--- config.mk ---
export PLATFORM = sky130hd
export DESIGN_NAME = common_pseudo_lru_way_allocator
export DESIGN_NICKNAME = d
export VERILOG_FILES = /design/src/rtl/common_pseudo_lru_way_allocator.sv
export SDC_FILE = /design/constraint.sdc
export NUM_CORES = 1
export LEC_CHECK = 0
export ABC_AREA = 1
export BUFFER_PORTS_ARGS = -buffer_cell sky130_fd_sc_hd__buf_2
export CAP_MARGIN = 20
export CORE_AREA = 2 2 39 41
export DETAILED_ROUTE_END_ITERATION = 16
export DIE_AREA = 0 0 41 43
export PLACE_DENSITY = 0.62
export SYNTH_ARGS = -nofsm -noshare
export SYNTH_HDL_FRONTEND = slang
export SYNTH_SLANG_ARGS = --single-unit
--- constraint.sdc ---
create_clock -name clk -period 1 [get_ports clk]
set_input_delay 0.25 -clock clk [delete_from_list [all_inputs] [get_ports clk]]
set_output_delay 0.25 -clock clk [all_outputs]
set_load 0.01 [all_outputs]
--- src/rtl/common_pseudo_lru_way_allocator.sv ---
// Way-allocation controller feeding a pseudo-LRU one-hot pick tree.
// Tracks per-way valid bits, picks a victim (lowest invalid way first,
// otherwise the PLRU pick), holds the grant through the fill, commits the
// way as valid with an LRU touch, and forwards lookup-hit touches.
`timescale 1ns/1ps

module common_pseudo_lru_way_allocator #(
  parameter int SUBJECT_COUNT_LOG2 = 1,
  localparam int P = 1 << SUBJECT_COUNT_LOG2
) (
  input  logic         clk,
  input  logic         reset,
  input  logic         hit_valid,
  input  logic [P-1:0] hit_way,
  input  logic         inv_valid,
  input  logic [P-1:0] inv_way,
  input  logic         alloc_req_valid,
  output logic         alloc_req_ready,
  output logic         alloc_gnt_valid,
  output logic [P-1:0] alloc_gnt_way,
  input  logic         alloc_done,
  input  logic         alloc_abort,
  output logic [P-1:0] way_valid,
  output logic [P-1:0] lru_waddr,
  output logic         lru_wen,
  output logic [P-1:0] lru_dvalid,
  input  logic [P-1:0] lru_qaddr
);

  localparam logic [P-1:0] ONE_P = {{(P-1){1'b0}}, 1'b1};

  typedef enum logic [1:0] {
    ST_IDLE,
    ST_PICK,
    ST_FILL,
    ST_COMMIT
  } state_t;

  state_t       state;
  logic [P-1:0] victim_q;
  logic [P-1:0] way_valid_q;
  logic [P-1:0] gnt_way_q;
  logic         ready_q;
  logic         gnt_valid_q;
  logic         commit_q;

  logic [P-1:0] free_way;
  logic [P-1:0] pick_way;
  logic [P-1:0] inv_mask;
  logic [P-1:0] commit_mask;

  // Victim selection and the masks applied to the valid bits this cycle.
  always_comb begin
    // Lowest zero bit of way_valid: the increment carries through the
    // trailing ones and lands on the first zero.
    free_way    = ~way_valid_q & (way_valid_q + ONE_P);
    pick_way    = (&way_valid_q) ? lru_qaddr : free_way;
    inv_mask    = inv_valid ? inv_way : '0;
    commit_mask = commit_q ? victim_q : '0;
  end

  // Allocation state machine, valid-bit tracking and registered handshakes.
  always_ff @(posedge clk) begin
    if (!reset) begin
      state       <= ST_IDLE;
      victim_q    <= '0;
      way_valid_q <= '0;
      gnt_way_q   <= '0;
      ready_q     <= 1'b1;
      gnt_valid_q <= 1'b0;
      commit_q    <= 1'b0;
    end else begin
      // NOTE: every register here uses <= so all of them see the same
      // pre-edge values; a blocking update would leak into later reads.
      // Commit is OR-ed in after the invalidate clear, so a same-cycle
      // invalidate of the committing way leaves the bit set.
      way_valid_q <= (way_valid_q & ~inv_mask) | commit_mask;

      case (state)
        ST_IDLE: begin
          if (alloc_req_valid) begin
            state   <= ST_PICK;
            ready_q <= 1'b0;
          end
        end

        ST_PICK: begin
          victim_q    <= pick_way;
          gnt_way_q   <= pick_way;
          gnt_valid_q <= 1'b1;
          state       <= ST_FILL;
        end

        ST_FILL: begin
          // Abort takes priority over done when both arrive together.
          if (alloc_abort) begin
            state       <= ST_IDLE;
            gnt_valid_q <= 1'b0;
            gnt_way_q   <= '0;
            ready_q     <= 1'b1;
          end else if (alloc_done) begin
            state       <= ST_COMMIT;
            gnt_valid_q <= 1'b0;
            gnt_way_q   <= '0;
            commit_q    <= 1'b1;
          end
        end

        ST_COMMIT: begin
          state    <= ST_IDLE;
          commit_q <= 1'b0;
          ready_q  <= 1'b1;
        end

        default: begin
          state       <= ST_IDLE;
          gnt_valid_q <= 1'b0;
          gnt_way_q   <= '0;
          commit_q    <= 1'b0;
          ready_q     <= 1'b1;
        end
      endcase
    end
  end

  // LRU touch mux: the commit touch owns the port; hits in that cycle drop.
  always_comb begin
    // NOTE: defaults first so every path assigns both outputs and no
    // latch is inferred.
    lru_wen   = hit_valid;
    lru_waddr = hit_way & {P{hit_valid}};
    if (commit_q) begin
      lru_wen   = 1'b1;
      lru_waddr = victim_q;
    end
  end

  assign alloc_req_ready = ready_q;
  assign alloc_gnt_valid = gnt_valid_q;
  assign alloc_gnt_way   = gnt_way_q;
  assign way_valid       = way_valid_q;
  assign lru_dvalid      = '1;

endmodule

# [Yosys cells after proc, flatten, opt, wreduce, memory -nomap -nowiden]
# Index checks and enable logic that the tools add are counted.
[totals] reg_bits=11 inputBits=13 output_inout_bits=11 wordCells=52
[classes] add_sub_neg=1 eq_ne=8 muxes=21 n_bitwise=6 n_reduce_logical=9
[op_table] op="$mux W2" count=9
[op_table] op="$ne A2 B2 Y1 const B" count=4
[op_table] op="$pmux W2 S4" count=1
[op_table] op="$mux W1" count=7
[op_table] op="$and A2 B2 Y2" count=3
[op_table] op="$reduce_and A2 Y1" count=3
[op_table] op="$reduce_and A3 Y1" count=2
[op_table] op="$eq A2 B2 Y1 const B" count=2
[op_table] op="$not A2 Y2" count=2
[op_table] op="$pmux W1 S2" count=2
[op_table] op="$pmux W2 S2" count=1
[op_table] op="$reduce_bool A2 Y1" count=2
[op_table] op="$ne A3 B3 Y1 const B" count=1
[op_table] op="$pmux W1 S3" count=1
[op_table] op="$reduce_bool A3 Y1" count=1
[op_table] op="$add A2 B1 Y2 const B" count=1
[op_table] op="$eq A2 B1 Y1 const B" count=1
[op_table] op="$logic_not A2 Y1" count=1
[op_table] op="$or A2 B2 Y2" count=1

# [Longest topological paths before layout]
# Gate-level depths: netlist (run 1).
[depth] word_depth=4 depth_mapped=6

# [Worst setup path before layout (run 1)]
# No wires, ideal clock.
[synth_path] path_type="reg2reg" start="register state[1]" end="register gnt_valid_q (netlist: alloc_gnt_valid)" setup_ns=0.120 t_arrival_ns=0.764 t_required_ns=0.880 setup_slack_ns=0.116 stages_incl_launch_ff=6 path_buffers=0 cell_sequence="dfxtp_1 -> inv_1 -> nor2_2 -> nand2_1 -> a21oi_1 -> nor2_1"
[synth_between] elab_chain_len=3
[synth_rtl] element="from (decl)" line="39" source="state_t state;"
[synth_rtl] element="from (signal assigned)" line="65" source="state <= ST_IDLE;"
[synth_rtl] element="from (signal assigned)" line="82" source="state <= ST_PICK;"
[synth_rtl] element="from (signal assigned)" line="91" source="state <= ST_FILL;"
[synth_rtl] element="$eq A2 B2 Y1 / $eq A2 B1 Y1 (equally long branches)" line="79" source="case (state)"
[synth_rtl] element="$ne A3 B3 Y1 (no source line) / $reduce_bool A2 Y1 (equally long branches)"
[synth_rtl] element="$reduce_and A2 Y1 (no source line)"
[synth_rtl] element="to (signal assigned)" line="90" source="gnt_valid_q <= 1'b1;"
[synth_rtl] element="to (signal assigned)" line="98" source="gnt_valid_q <= 1'b0;"
[synth_rtl] element="to (signal assigned)" line="103" source="gnt_valid_q <= 1'b0;"
[synth_rtl] element="to (decl)" line="44" source="logic gnt_valid_q;"
# Parallel ways exist; a longest one is shown, timed or not.
# A chain may end at the register's enable or synchronous reset.

# [Worst setup path in the final report (run 1)]
[layout_path] start="register commit_q" end="output port lru_wen"
[layout_between] elab_chain_len=1
[layout_rtl] element="from (decl)" line="45" source="logic commit_q;"
[layout_rtl] element="from (signal assigned)" line="71" source="commit_q <= 1'b0;"
[layout_rtl] element="from (signal assigned)" line="105" source="commit_q <= 1'b1;"
[layout_rtl] element="from (signal assigned)" line="111" source="commit_q <= 1'b0;"
[layout_rtl] element="$mux W1" line="132" source="if (commit_q) begin"
[layout_rtl] element="to (decl)" line="25" source="output logic lru_wen,"
# No other way between the ends.

==> summary.txt, run 1 <==
Floorplan
  • Number of I/O pins: 24
  • Core area: 1380 sq um
  • Site Rows: 14
  • Die Area: around 1800 sq um
  • Die width: 41 um
  • Initial core utilization: between 30% and 40%
  • Die Y: 43 um

Detailed routing
  • Drt first pass iters: 4
  • Vias: 551
  • Routed len/inst: roughly 11 um
  • Detailed-route DRC error count: 0
  • Drt first-iter violations: 6
  • Vias per cell: approximately 4.8
  • DRT antenna net count: 0
  • Final WL: 1.31 mm

Yosys
  • Post-synthesis mux area share: 0%
  • Adder-cell area share of the yosys netlist: 0%
  • Area contributors post-synth: dfxtp_1 (46%), nand2_1 (17%), a21oi_1 (9.4%)
  • Syn. warnings: 0
  • Sequential area share after synthesis: between 40% and 50%
  • #FFs+latches synth: 11
  • Simple-gate share of the synthesized area: between 30% and 40%
  • Synth cell types: 14
  • Synth Area in Compound Gates: between 10% and 20%
  • Post-synth top area share: approximately 46%
  • Syn Inst Count: 69
  • Yosys top cell by area: dfxtp_1
  • Synth Area in XOR/XNOR: 0%
  • Syn Area/Cell: approximately 7.0 sq um
  • Main combinational cell family by area after synthesis: simple AND/OR/NAND/NOR gates
  • Post-Syn Area: 482 sq um

Worst setup path
  • Crit path buffers/inverters: 1
  • Crit path depth: 2
  • Crit-path max FO: 3
  • WS Path Type: reg2out
  • Family with the most delay on the worst path: flip-flops
  • Slowest cell on crit path: dfxtp_2
  • CP Data Required Time: between 700 and 800 ps
  • Worst setup SP type: flip-flop
  • Max stage delay on crit path: 340 ps
  • Crit path DAT: ~950 ps
  • Reg2reg path depth: 7
  • Critical path cell sequence: or2_4 > buf_6
  • CP endpoint kind: primary output

Clock tree
  • Worst-Skew Late Latency: ~270 ps
  • Clk root buf: clkbuf_4
  • Clock transition at path regs: roughly 70 ps
  • H-tree levels: 1
  • Clock sinks: 11
  • Clock Path Buffers: 2
  • CTS buffer count: 3
  • TritonCTS clock tree: yes
  • Hold Buf Count CTS: 0

Pwr
  • Peak VDD IR: between 0.0007 and 0.0008 V
  • LEAKAGE: a little under 0.4 nW
  • P per Cell Area: 1340 nW/um^2
  • Pwr Total: about 1.0 mW

Min path
  • Hold Crit Class: in2reg
  • Hold depth: 3

Placement
  • DP HPWL: roughly 850 um
  • Placer Congestion: roughly 0.8
  • IO buf count: 21

Layout
  • Antenna Cells: 0
  • Layout cells sized above 1: between 50% and 60%
  • Area Growth Syn to Fin: 57.9%
  • Final Core Density: a little over half
  • Nets: approximately 110

STA
  • Post-route setup slack: -202 ps
  • Clock skew: approximately 2.5 ps
  • RSZ-0062 raised after global routing: yes
  • Achievable Freq: 0.832 GHz
  • Crit path time final: about 1200 ps
  • Final setup violation count: 4
  • Final Hold Fails: 0
  • Slew Viols, Final: 0
  • Tcrit/Tclk final: 120%

Global route
  • Largest net degree at the start of global routing: 9
  • Initial antenna violation count: 0
  • First-pass GRT wire length: about 1.8 mm
  • Number of global-route vias before repair: 463
  • GR Overflow Total: 0
  • All-Layer GR Usage: between 10% and 20%

Run status
  • Status: complete, but fails checks
  • Failing checks: setup timing

Job
  • Max-cap violations: 0
-- registers in the layout, summed over array words and instances, names as in the netlist --
signal	cells
alloc_gnt_valid	1
alloc_gnt_way	2
alloc_req_ready	1
commit_q	1
state	2
victim_q	2
way_valid	2
-- report_power, final --
group | switching, mW | total, mW | internal [mW]
sequential | 0.0295 | 0.504 | 0.474
combinational | 0.116 | 0.208 | 0.0926
clock | 0.154 | 0.308 | 0.154
total | 0.299 | 1.02 | 0.721
-- layout by cell type, fill, tap and decap left out --
| cell | n |
|---|---|
| a21oi_2 | 1 |
| a21oi_1 | 8 |
| dfxtp_1 | 3 |
| buf_4 | 6 |
| clkbuf_4 | 3 |
| conb_1 | 2 |
| nand2_1 | 16 |
| nand2_2 | 4 |
| nand3_2 | 2 |
| clkbuf_1 | 1 |
| dfxtp_4 | 1 |
| inv_1 | 5 |
| buf_2 | 18 |
| buf_6 | 4 |
| nand3b_1 | 1 |
| nor2_1 | 2 |
| nor2_4 | 2 |
| o21ai_1 | 1 |
| inv_2 | 3 |
| nand2_4 | 2 |
| dfxtp_2 | 7 |
| nand3_1 | 6 |
| and3_1 | 1 |
| or2_4 | 1 |
-- worst reg2reg max path, cell delays in order, from the launching register on --
cell	delay, ps
dfxtp_2	360
buf_6	120
nand2_4	50
buf_4	130
buf_4	120
buf_4	120
buf_4	120
a21oi_2	100
-- cells in the mapped netlist, drive strengths merged --
| cell type | n |
|---|---|
| nand2 | 22 |
| dfxtp | 11 |
| a21oi | 9 |
| inv | 8 |
| nand3 | 8 |
| nor2 | 4 |
| buf | 2 |
| and3 | 1 |
| conb | 1 |
| nand3b | 1 |
| o21ai | 1 |
| or2 | 1 |
-- cell type report --
cell class                 instances  area, sq um
inverter                           8         30.0
sequential                        11          233
fill                             136          623
clock buffer                       4         26.3
timing repair buffer              28          180
multi-input combinational         49          272
tap                               16         20.0
-- kinds of logic (layout without fill, tap and decap cells) --
group                  count (synthesis)  in the layout
AND/OR/NAND/NOR                       37             37
buffers and inverters                 10             40
AO/OA/AOI/OAI                         10             10
flip-flops                            11             11
other                                  1              2
-- metal layers --
metal | global-route usage (%) | vias to the layer above | part of all wire [%]
met3 | 4.71 | 2 | 5.3
met4 | 8.00 | 0 | 1.4
met2 | 26.9 | 19 | 55
met5 | 0 | - | 0
met1 | 17.4 | 255 | 38
li1 | - | 275 | -
-- path summary, 6_finish.rpt --
kind | startpoint | slack (ps) | end
worst max-delay path | commit_q | -200 | lru_wen
worst max register to register | commit_q | -180 | way_valid[0]
worst min-delay path | reset | 220 | commit_q
worst min register to register | alloc_req_ready | 440 | alloc_req_ready
-- metrics by stage --
| stage | area, sq um | setup slack (ps) | cells | hold slack (ps) | TNS [ps] |
|---|---|---|---|---|---|
| 3_3_place_gp | 596 | -0.588 | 105 | 427 | -0.588 |
| 3_5_place_dp | 596 | -6.25 | 105 | 446 | -6.25 |
| 4_1_cts | 707 | -190 | 116 | 224 | -689 |
| 2_1_floorplan | 485 | 116 | 70 | 373 | 0 |
| 5_1_grt | 761 | -251 | 116 | 219 | -983 |
| 6_report | 761 | -202 | 116 | 223 | -780 |
-- timing repair --
item | CTS | global route
buffers inserted | 7 | 0
endpoints found under the setup margin | 8 | 11
gates resized for setup | 12 | 16
pin swaps | 2 | 2
No activity file was read; power rests on OpenSTA's default activity.
==> inputs of run 2 (changes only) <==
ABC_AREA = not set   (was 1)
CORE_AREA = not set   (was 2 2 39 41)
CORE_UTILIZATION = 40   (was not set)
DIE_AREA = not set   (was 0 0 41 43)
PLACE_DENSITY = 0.66   (was 0.62)
SKIP_CTS_REPAIR_TIMING = 1   (was not set)
==> run 2 against run 1 <==
  * The run still ends with setup timing left
  * Critical endpoint is now lru_waddr[1]
  * Sequential power fell by 6.0%
  * Register-to-register slack gained 230 ps
  * Worst setup slack got worse by 20 ps
  * Count of clock-buffer cells in the layout unchanged
  * Clock skew fell by 1.2 ps
  * Wire length shrank 15%
  * Combinational power is 15% lower
  * Final cell count shrank 13%
  * Die area down 18%
==> summary.txt, run 2 <==
Detailed routing
  • Vias: just under 500
  • Vias per cell: between 4 and 5
  • Detailed-route DRC error count: 0
  • DRT antenna net count: 0
  • Drt first-iter violations: 4
  • Routed len/inst: 11.1 um
  • Drt first pass iters: 3
  • Final WL: roughly 1.1 mm

Worst setup path
  • WS Path Type: reg2out
  • Critical path cell sequence: nor2b_4 > a22o_1 > buf_2
  • Crit path DAT: between 900 and 1000 ps
  • Slowest cell on crit path: dfxtp_4
  • CP endpoint kind: primary output
  • CP Data Required Time: roughly 750 ps
  • Worst setup SP type: flip-flop
  • Crit-path max FO: 5
  • R2r setup slk: approximately 50 ps
  • Max stage delay on crit path: approximately 370 ps

STA
  • Final Hold Fails: 0
  • Achievable Freq: between 0.8 and 0.9 GHz
  • Post-route setup slack: -222 ps
  • Setup TNS: -699 ps
  • Final setup violation count: 4
  • Slew Viols, Final: 0
  • Clock skew: ~1.4 ps
  • Crit path time final: approximately 1200 ps
  • RSZ-0062 raised after global routing: yes
  • Tcrit/Tclk final: 122%

Yosys
  • #FFs+latches synth: 11
  • Sequential area share after synthesis: between 40% and 50%
  • Post-synth top flop: dfxtp_1
  • Post-synth top area share: a little over two fifths
  • Synth cell types: 24
  • Yosys top cell by area: dfxtp_1
  • Syn. warnings: 0
  • Area contributors post-synth: dfxtp_1 (42%), nand2_1 (6.5%), o2111ai_4 (5.0%)
  • Most frequent cell after synthesis: dfxtp_1
  • Syn Area/Cell: roughly 9 sq um
  • Number of synthesized flops with an enable pin: 0
  • Post-Syn Area: 522 sq um
  • Commonest cells in the netlist: dfxtp_1 (11), nand2_1 (9), nor2_1 (4)
  • Syn Inst Count: 57
  • Async S/R FF share, synth: 0%

Min path
  • Hold Crit Class: in2reg

Placement
  • DP HPWL: approximately 810 um
  • Placed insts: 96
  • IO buf count: 21
  • Placer Congestion: roughly 0.75

Floorplan
  • Die Y: approximately 38 um
  • Core area: between 1000 and 1500 sq um
  • Die Area: roughly 1500 sq um
  • Initial core utilization: 45.1%
  • Number of I/O pins: 24
  • Site Rows: 12
  • Die width: approximately 38 um

Layout
  • Reg area: approximately 240 sq um
  • Cell Count, Final, Fillers Out: 101
  • Layout cells sized above 1: 57.5%
  • Most frequent cells in the layout: buf_2 (18), nand2_1 (9), dfxtp_2 (6)
  • Nets: a little over 100
  • Antenna Cells: 0
  • Area of the multi-input gates: around 300 sq um
  • Area Growth Syn to Fin: 52.3%
  • Filler instances: 99
  • Most common cell after layout, fill and taps aside: buf_2

Clock tree
  • H-tree levels: 1
  • Clk root buf: clkbuf_4
  • Clock transition at path regs: roughly 70 ps
  • Clock sinks: 11
  • Worst-Skew Late Latency: ~260 ps
  • CTS buffer count: 3
  • Clock Path Buffers: 2
  • TritonCTS clock tree: yes

Pwr
  • LEAKAGE: 0.355 nW
  • Pwr Total: about 0.94 mW
  • P per Cell Area: about 1200 nW/um^2
  • Peak VDD IR: approximately 0.00067 V

Global route
  • Number of global-route vias before repair: a little over 400
  • All-Layer GR Usage: 16.7%
  • First-pass GRT wire length: about 1.6 mm
  • Initial antenna violation count: 0
  • Largest net degree at the start of global routing: 14
  • GR Overflow Total: 0

Job
  • Max-cap violations: 0

Run status
  • Status: complete, but fails checks
  • Failing checks: setup timing
## run 2: area by class of cell
cell class                 instances  share of cell area [%]
inverter                           2                   0.945
tap                               14                    2.20
sequential                        11                    30.1
clock buffer                       4                    3.31
timing repair buffer              29                    25.7
multi-input combinational         41                    37.8
## run 2: worst max-delay path: cells and delay by family, from the launching register on
family          cells  cell delay, ps
flops               1             370
buf+inv             1             130
compound gates      1             160
simple gates        1              40
## run 2: worst paths after layout
path	end	start	cells after the start
setup / recovery	lru_waddr[1]	commit_q	3
hold / removal	state[0]	alloc_req_valid	3
setup reg to reg	alloc_req_ready	state[1]	4
hold reg to reg	alloc_gnt_way[1]	alloc_gnt_way[1]	2
## run 2: metrics by stage
stage	area [sq um]	utilization (%)	setup slack (ps)	hold WS [ps]
after CTS	708	61.3	-305	256
after global routing	795	68.7	-274	253
after global placement	682	59.0	-41.5	459
final	795	68.7	-222	255
after detailed placement	682	59.0	-48.5	453
after floorplan	526	-	63.6	379
## run 2: routing by layer
metal	wire (um)	vias up	GRT usage, %	share of wire, %
met5	0	-	0	0
met4	0	0	5.36	0
met3	64	0	6.98	5.7
met2	537	15	27.5	48
met1	516	216	19.2	46
li1	-	252	-	-
## run 2: where the power goes
group	switching [mW]	total [mW]	internal (mW)
Sequential	0.0185	0.474	0.456
Combinational	0.0767	0.177	0.0998
Clock	0.140	0.294	0.154
Total	0.235	0.945	0.710
## run 2: cell families after synthesis
group,count (synthesis),share of synthesized area [%]
other cells,1,0.719
compound gates,17,28.8
simple gates,22,20.9
buf+inv,6,7.43
flops,11,42.2
==> inputs of run 3 (changes only) <==
PLACE_DENSITY = 0.77   (was 0.66)
==> run 3 against run 2 <==
  * The run still ends with setup timing left
  * Worst hold slack lost 18 ps
  * Clock power is 4% higher
  * Critical path depth unchanged
  * Largest cell class unchanged
  * Worst setup slack lost 22 ps
  * Flip-flop and latch count is the same
  * Wire length fell by 2.8%
  * Die area unchanged
  * Utilization down 1.8 points
  * Global-route usage fell by 0.25 points
  * First-iteration DRC count rose to 4.3 times the previous value
  * Sequential share of layout area increased by 0.18 points
==> summary.txt, run 3 (synthesis results as in run 2) <==
STA
  • Tcrit/Tclk final: 124%
  • Slew Viols, Final: 0
  • Post-route setup slack: -244 ps
  • Achievable Freq: just over 0.8 GHz
  • Final Hold Fails: 0
  • Final setup violation count: 4
  • Setup TNS: -771 ps
  • Crit path time final: 1240 ps
  • Final hold slack: 237 ps
  • RSZ-0062 raised after global routing: yes
  • Clock skew: roughly 9.4 ps

Worst setup path
  • WS Path Type: reg2out
  • CP endpoint kind: primary output
  • Worst setup SP type: flip-flop
  • CP Data Required Time: 750 ps
  • Crit-path max FO: 5
  • Crit path DAT: 990 ps

Floorplan
  • Number of I/O pins: 24
  • Site Rows: 12
  • Die width: around 38 um
  • Die Y: about 38 um
  • Core area: between 1000 and 1500 sq um
  • Die Area: between 1000 and 1500 sq um
  • Initial core utilization: 45.1%

Detailed routing
  • DRT antenna net count: 0
  • Final WL: 1.09 mm
  • Vias: 480
  • Vias per cell: about 4.8
  • Drt first pass iters: 4
  • Drt first-iter violations: 17
  • Routed len/inst: 11.0 um
  • Detailed-route DRC error count: 0

Layout
  • Filler instances: 93
  • Antenna Cells: 0
  • Area Growth Syn to Fin: 48.2%
  • Most common cell after layout, fill and taps aside: buf_2
  • Nets: 99
  • Layout cells sized above 1: 57.6%
  • Most frequent cells in the layout: buf_2 (17), nand2_1 (9), dfxtp_2 (8)
  • Final Core Density: between 60% and 70%

Pwr
  • P per Cell Area: around 1200 nW/um^2
  • Pwr Total: between 0.9 and 1 mW
  • LEAKAGE: between 0.3 and 0.4 nW
  • Peak VDD IR: between 0.0008 and 0.0009 V

Clock tree
  • TritonCTS clock tree: yes
  • CTS buffer count: 3
  • Clk root buf: clkbuf_4
  • Worst-Skew Late Latency: approximately 270 ps
  • H-tree levels: 1
  • Clock Path Buffers: 2
  • Clock sinks: 11
  • Clock transition at path regs: 80 ps

Global route
  • Initial antenna violation count: 0
  • All-Layer GR Usage: between 15 and 20%
  • Number of global-route vias before repair: around 430
  • First-pass GRT wire length: 1.64 mm
  • GR Overflow Total: 0
  • Largest net degree at the start of global routing: 14

Placement
  • Placer Congestion: 0.823
  • DP HPWL: about 770 um
  • IO buf count: 21

Job
  • Max-cap violations: 0

Run status
  • Status: complete, but fails checks
  • Failing checks: setup timing

Min path
  • Hold Crit Class: in2reg
run 3: path summary, 6_finish.rpt:
kind                         start          endpoint  slack, ps  cells past startpoint
setup / recovery          commit_q      lru_waddr[0]       -240                      3
hold / removal     alloc_req_valid          state[0]        240                      3
setup reg to reg          state[0]  alloc_gnt_way[0]         40                      3
hold reg to reg   alloc_gnt_way[1]  alloc_gnt_way[1]        480                      2
run 3: area by class of cell:
type | instances | area (sq um) | share of cell area, %
inverter | 2 | 7.51 | 0.971
tap | 14 | 17.5 | 2.27
clock buffer | 3 | 22.5 | 2.91
clock inverter | 1 | 5.00 | 0.647
multi-input combinational | 41 | 295 | 38.2
timing repair buffer | 27 | 191 | 24.8
sequential | 11 | 234 | 30.3
run 3: critical path: stages (launching register included):
cell and delay [ps]:
dfxtp_4 380, nor2b_4 40, a22o_1 170, buf_2 130
run 3: where the power goes:
part | internal [mW] | switching (mW)
clock | 0.148 | 0.156
sequential | 0.459 | 0.0155
combinational | 0.0945 | 0.0794
total | 0.702 | 0.251
run 3: metal layers:
layer	wire, um	up-vias	global-route usage [%]	part of all wire (%)
met1	488	215	18.5	45
li1	-	248	-	-
met4	4	0	8.04	0.37
met5	0	-	0	0
met3	54	2	5.23	5.0
met2	539	15	27.5	50
run 3: metrics by stage:
stage	setup slack, ps	cells	area, sq um
6_report	-244	99	773
5_1_grt	-275	99	773
4_1_cts	-317	98	694
3_5_place_dp	-52.2	94	667
3_3_place_gp	-41.6	94	667
2_1_floorplan	63.6	58	526
